### src/rtl/rf_wb_queue.sv
// Writeback queue feeding the register file's single write port.
// Arbitrates slow/fast writeback sources into an in-order FIFO and serves decode bypass lookups.
module rf_wb_queue #(
    parameter int DATA_WIDTH = 32,
    parameter int ADDR_WIDTH = 5,
    parameter int DEPTH      = 4
) (
    input  logic                          clk,
    input  logic                          resetn,
    input  logic                          slow_valid,
    output logic                          slow_ready,
    input  logic [ADDR_WIDTH-1:0]         slow_addr,
    input  logic [DATA_WIDTH-1:0]         slow_data,
    input  logic                          fast_valid,
    output logic                          fast_ready,
    input  logic [ADDR_WIDTH-1:0]         fast_addr,
    input  logic [DATA_WIDTH-1:0]         fast_data,
    input  logic                          rf_ready,
    output logic [3:0]                    rf_wen,
    output logic [ADDR_WIDTH-1:0]         rf_waddr,
    output logic [DATA_WIDTH-1:0]         rf_wdata,
    input  logic [ADDR_WIDTH-1:0]         q_addr1,
    input  logic [ADDR_WIDTH-1:0]         q_addr2,
    output logic                          q_hit1,
    output logic                          q_hit2,
    output logic [DATA_WIDTH-1:0]         q_data1,
    output logic [DATA_WIDTH-1:0]         q_data2,
    output logic [$clog2(DEPTH):0]        q_count
);

    localparam int PTR_W = $clog2(DEPTH);
    localparam int CNT_W = PTR_W + 1;

    logic [ADDR_WIDTH-1:0] r_addr [DEPTH];
    logic [DATA_WIDTH-1:0] r_data [DEPTH];
    logic [DEPTH-1:0]      r_vld;
    logic [PTR_W-1:0]      r_head;
    logic [PTR_W-1:0]      r_tail;
    logic [CNT_W-1:0]      r_count;

    logic                  w_full;
    logic                  w_empty;
    logic                  w_slow_acc;
    logic                  w_fast_acc;
    logic                  w_push;
    logic                  w_pop;
    logic [ADDR_WIDTH-1:0] w_in_addr;
    logic [DATA_WIDTH-1:0] w_in_data;

    assign w_full  = (r_count == CNT_W'(DEPTH));
    assign w_empty = (r_count == '0);

    // Ready depends only on occupancy and slow_valid so the fast source never loops through us.
    assign slow_ready = !w_full;
    assign fast_ready = !w_full && !slow_valid;

    assign w_slow_acc = slow_valid && slow_ready;
    assign w_fast_acc = fast_valid && fast_ready;

    always_comb begin
        w_in_addr = fast_addr;
        w_in_data = fast_data;
        if (w_slow_acc) begin
            w_in_addr = slow_addr;
            w_in_data = slow_data;
        end
    end

    // Writes to r0 complete the handshake but are discarded.
    assign w_push = (w_slow_acc || w_fast_acc) && (w_in_addr != '0);
    assign w_pop  = !w_empty && rf_ready;

    always_ff @(posedge clk or negedge resetn) begin
        if (!resetn) begin
            r_head  <= '0;
            r_tail  <= '0;
            r_count <= '0;
            r_vld   <= '0;
            for (int i = 0; i < DEPTH; i++) begin
                r_addr[i] <= '0;
                r_data[i] <= '0;
            end
        end else begin
            if (w_pop) begin
                r_vld[r_head] <= 1'b0;
                r_head        <= r_head + 1'b1;
            end
            if (w_push) begin
                r_addr[r_tail] <= w_in_addr;
                r_data[r_tail] <= w_in_data;
                r_vld[r_tail]  <= 1'b1;
                r_tail         <= r_tail + 1'b1;
            end
            case ({w_push, w_pop})
                2'b10:   r_count <= r_count + 1'b1;
                2'b01:   r_count <= r_count - 1'b1;
                default: r_count <= r_count;
            endcase
        end
    end

    assign rf_wen   = {4{!w_empty}};
    assign rf_waddr = w_empty ? '0 : r_addr[r_head];
    assign rf_wdata = w_empty ? '0 : r_data[r_head];
    assign q_count  = r_count;

    // Scan oldest to youngest so the last match found is the youngest.
    function automatic logic [DATA_WIDTH:0] lookup(
        input logic [ADDR_WIDTH-1:0] addr,
        input logic [PTR_W-1:0]      head,
        input logic [DEPTH-1:0]      vld
    );
        logic [PTR_W-1:0]      idx;
        logic                  hit;
        logic [DATA_WIDTH-1:0] data;
        hit  = 1'b0;
        data = '0;
        for (int k = 0; k < DEPTH; k++) begin
            idx = head + PTR_W'(k);
            if (vld[idx] && (r_addr[idx] == addr) && (addr != '0)) begin
                hit  = 1'b1;
                data = r_data[idx];
            end
        end
        return {hit, data};
    endfunction

    logic [DATA_WIDTH:0] w_q1;
    logic [DATA_WIDTH:0] w_q2;

    assign w_q1    = lookup(q_addr1, r_head, r_vld);
    assign w_q2    = lookup(q_addr2, r_head, r_vld);
    assign q_hit1  = w_q1[DATA_WIDTH];
    assign q_data1 = w_q1[DATA_WIDTH-1:0];
    assign q_hit2  = w_q2[DATA_WIDTH];
    assign q_data2 = w_q2[DATA_WIDTH-1:0];

endmodule

### config.mk
export PLATFORM = sky130hd
export DESIGN_NAME = rf_wb_queue
export DESIGN_NICKNAME = d
export VERILOG_FILES = /design/src/rtl/rf_wb_queue.sv
export SDC_FILE = /design/constraint.sdc
export NUM_CORES = 1
export LEC_CHECK = 0
export BUFFER_PORTS_ARGS = -buffer_cell sky130_fd_sc_hd__buf_2
export CORE_ASPECT_RATIO = 1.5
export CORE_MARGIN = 2
export CORE_UTILIZATION = 55
export DETAILED_ROUTE_END_ITERATION = 8
export PLACE_DENSITY = 0.78
export SLEW_MARGIN = 20
export SYNTH_ARGS = -nofsm -noshare
export SYNTH_HDL_FRONTEND = slang
export SYNTH_SLANG_ARGS = --single-unit
### constraint.sdc
create_clock -name clk -period 5.45 [get_ports clk]
set_clock_uncertainty 0.1 [all_clocks]
set_input_delay 0.2725 -clock clk [delete_from_list [all_inputs] [get_ports clk]]
set_output_delay 0.2725 -clock clk [all_outputs]
set_load 0.02 [all_outputs]
==> reports/qor.txt <==
status = finished clean
kind of start point of the critical path = register
met1 wire length = 13.2 mm
number of synthesized register bits = 159
Leakage = 5.98 nW
switching power = 0.00517 W
# Post-CTS Setup Buffers = 0
Synth async-reset ratio = 100%
synthesized area = 12700 um^2
WL per Instance = 22.2 um
Vias/cell = 6.74
pin count of the biggest net entering global routing = 108
Antenna Nets Post-Route = 0
Mean Syn Cell Area = 10.5 um^2
vias in the first global route = 10800
Unique masters post-synth = 43
DP Wirelength = 24.0 mm
RSZ-0062 raised after global routing = false
Min Clock Period, post-route = 4.99 ns
port bufs = 200
GRT Resource Usage Total = 29.9%
vias = 10900
CTS buffer count = 17
Max Buffers Root-to-Sink = 2
Placeable Area = 22900 um^2
combinational fraction of design power = 66.0%
DR WL met2 = 18.6 mm
routed wire length = 36.0 mm
post-synth top area cell = dfrtp_1
Sw Share = 47.1%
dpl cells = 1589
Pre-Repair DR Iteration Count = 7
Max Cap Viol = 0
fin cells = 1622
Hold WC Path Type = in -> reg
final setup violating endpoints = 0
final worst setup slack = 0.461 ns
post-CTS sizing = 0
Max stage delay cell, worst path = dfrtp_4
clock share of power = 10.8%
CTS tree = yes
grt total ovfl = 0
Crit Path Class = reg -> out
worst-path fanout max = 38
I/O Pins = 201
Seq/Total Area, Yosys = 31.3%
cells along the critical path = buf_4 > buf_4 > mux4_2 > nand3_1 > nor2_4 > buf_4 > mux2i_1 > o211ai_1 > buf_2
Fmax = 200 MHz
Worst path max stage delay = 0.76 ns
Post-Synthesis Cells = 1210
post-synth top area share = 31.3%
EDFF count, synth = 0
Die W = 128 um
Starting Density = 55.6%
Clock Latency Late Sink = 0.44 ns
Tcrit/Tclk final = 91.5%
layout cells sized above 1 = 33.0%
P&R area growth vs syn = 13.1%
CP Buf/Inv Count = 4
pre-CTS WS = 0.916 ns
top layer in use = met4
internal power = 0.00579 W
Worst slew margin = 26.8%
ANT cells = 0
required time worst endpoint = 5.08 ns
die area = 24400 um^2
initial antenna violation count = 0
Worst path most repeated cell = buf_4
Rows = 68
clk sinks = 159
Final Max Tran Viols = 0
CTS clk-pin slew, worst paths = 0.06 ns
CP delay by family, top = buffers and inverters
peak supply drop = 0.360 mV
wire length on met3 = 2.59 mm
Tightest Pin Transition = 1.10 ns
first-pass GRT wire length = 56.5 mm
Seq pwr share = 23.2%
chip height = 190 um
Synth Warn # = 0
Routability Congestion = 0.924
Design Power = 0.0110 W
Final Net Count = 1428
Pwr per Cell Area = 761 nW/um^2
clock root cell = clkbuf_16
total negative slack = 0 ns
synth top area cells = dfrtp_1 31%, mux4_2 27%, mux2i_1 7.2%, nand2_1 6.9%, o21ai_0 5.8%
H-tree lvl count = 4
initial DRC count = 1102
Post-synth top flop = dfrtp_1
crit path DAT = 4.62 ns
Synthesized Nets = 1309
residual DRC count = 0
final hold vios = 0
Setup crit end kind = output pin
==> cell usage after synthesis, types with 6 or more instances <==
cell and count:
nand3b_1 6, mux2i_1 92, o211ai_2 21, nand3_1 62
xor2_1 10, buf_2 54, o21ai_0 147, mux4_2 152
nand4_1 8, ha_1 9, o21ai_1 6, nor3_1 8
o211ai_1 33, a211oi_1 10, buf_1 7, xnor2_1 35
buf_4 10, nand2_1 233, dfrtp_1 159, clkbuf_1 44
nor2_1 16, and2_1 43, inv_1 10
==> state kept, by name, indices dropped and copies added (netlist names) <==
register  flops
r_head        2
r_addr       20
r_data      128
q_count       3
r_vld         4
r_tail        2
==> metal layers <==
layer  up-vias  global-route usage, %
met2       607                   50.2
li1       4753                      -
met4         0                   15.0
met3       118                   5.64
met5         -                      0
met1      5457                   37.0
==> final timing paths <==
check	slack [ns]	from	cells after the start	endpoint
max	0.46	r_head[0]$_DFFE_PN0P_	9	q_data2[6]
min	0.08	slow_data[9]	3	r_data[73]$_DFFE_PN0P_
max reg2reg	1.91	q_count[0]$_DFFE_PN0P_	11	q_count[2]$_DFFE_PN0P_
min reg2reg	0.42	q_count[2]$_DFFE_PN0P_	1	q_count[2]$_DFFE_PN0P_
max in group asynchronous	3.57	resetn	3	r_head[0]$_DFFE_PN0P_
min in group asynchronous	0.39	resetn	2	r_data[105]$_DFFE_PN0P_
==> worst reg2reg max path: stages, from the launching register on <==
cell	delay [ns]
dfrtp_1	0.44
nor3b_2	0.39
inv_2	0.12
nand3_1	0.12
nand4_1	0.43
o31ai_1	0.72
ha_1	0.29
inv_1	0.06
fa_1	0.37
xor2_1	0.15
nor2_1	0.11
xor2_1	0.16
==> logic make-up (layout without fill, tap and decap cells) <==
group,Yosys count,count (layout),synth area share (%)
AO/OA/AOI/OAI,230,230,11.5
multiplexers,246,246,34.3
buffers and inverters,132,264,5.10
AND/OR/NAND/NOR,388,388,13.7
XOR/XNOR,45,45,3.10
flip-flops,159,159,31.3
adder cells (fa/ha/maj),10,10,1.04
==> cell usage in the layout (no fill, tap or decap), drive strengths merged <==
cell type	netlist	final
nand2	233	233
buf	77	220
dfrtp	159	159
o21ai	153	153
mux4	152	152
mux2i	92	92
nand3	62	62
o211ai	54	54
and2	43	43
xnor2	35	35
clkbuf	44	22
nor2	19	19
inv	11	11
xor2	10	10
a211oi	10	10
ha	9	9
nand4	8	8
nor3	8	8
nand3b	6	6
o221ai	6	6
clkinv	0	5
o311ai	4	4
clkinvlp	0	3
mux2	2	2
and3	2	2
nor4	2	2
bufinv	0	2
or2	2	2
nor3b	1	1
o31ai	1	1
a31o	1	1
a31oi	1	1
or3	1	1
or4	1	1
fa	1	1
dlygate4sd3	0	1
==> metrics by stage <==
step | hold WS [ns] | area, um^2 | utilization, %
2_1_floorplan | -0.123 | 12700 | -
3_3_place_gp | 0.346 | 13800 | 60.3
3_5_place_dp | 0.352 | 13800 | 60.3
4_1_cts | 0.0749 | 14400 | 62.9
5_1_grt | 0.107 | 14400 | 62.9
6_report | 0.0823 | 14400 | 62.9
==> area by class of cell <==
cell class,instances,area (um^2)
clock buffers,22,474
clock inverters,10,111
fillers,1782,8490
inverters,11,41.3
multi-input cells,919,8220
flip-flops and latches,159,3990
well taps,280,350
repair buffers,221,1210
==> power by group through the flow <==
| stage | sequential, W | clock, W | combinational, W |
|---|---|---|---|
| 6_report | 0.00254 | 0.00119 | 0.00723 |
| 2_1_floorplan | 0.00221 | 0 | 0.00574 |
| 3_5_place_dp | 0.00253 | 0 | 0.00718 |
| 3_3_place_gp | 0.00244 | 0 | 0.00702 |
| 5_1_grt | 0.00263 | 0.00126 | 0.00775 |
| 4_1_cts | 0.00251 | 0.00120 | 0.00722 |
==> timing repair <==
action                     in CTS  in global routing
hold endpoints to repair      106                  0
hold buffers                    1                  0
setup endpoints to repair       0                  0
(Power assumes the default switching activity.)
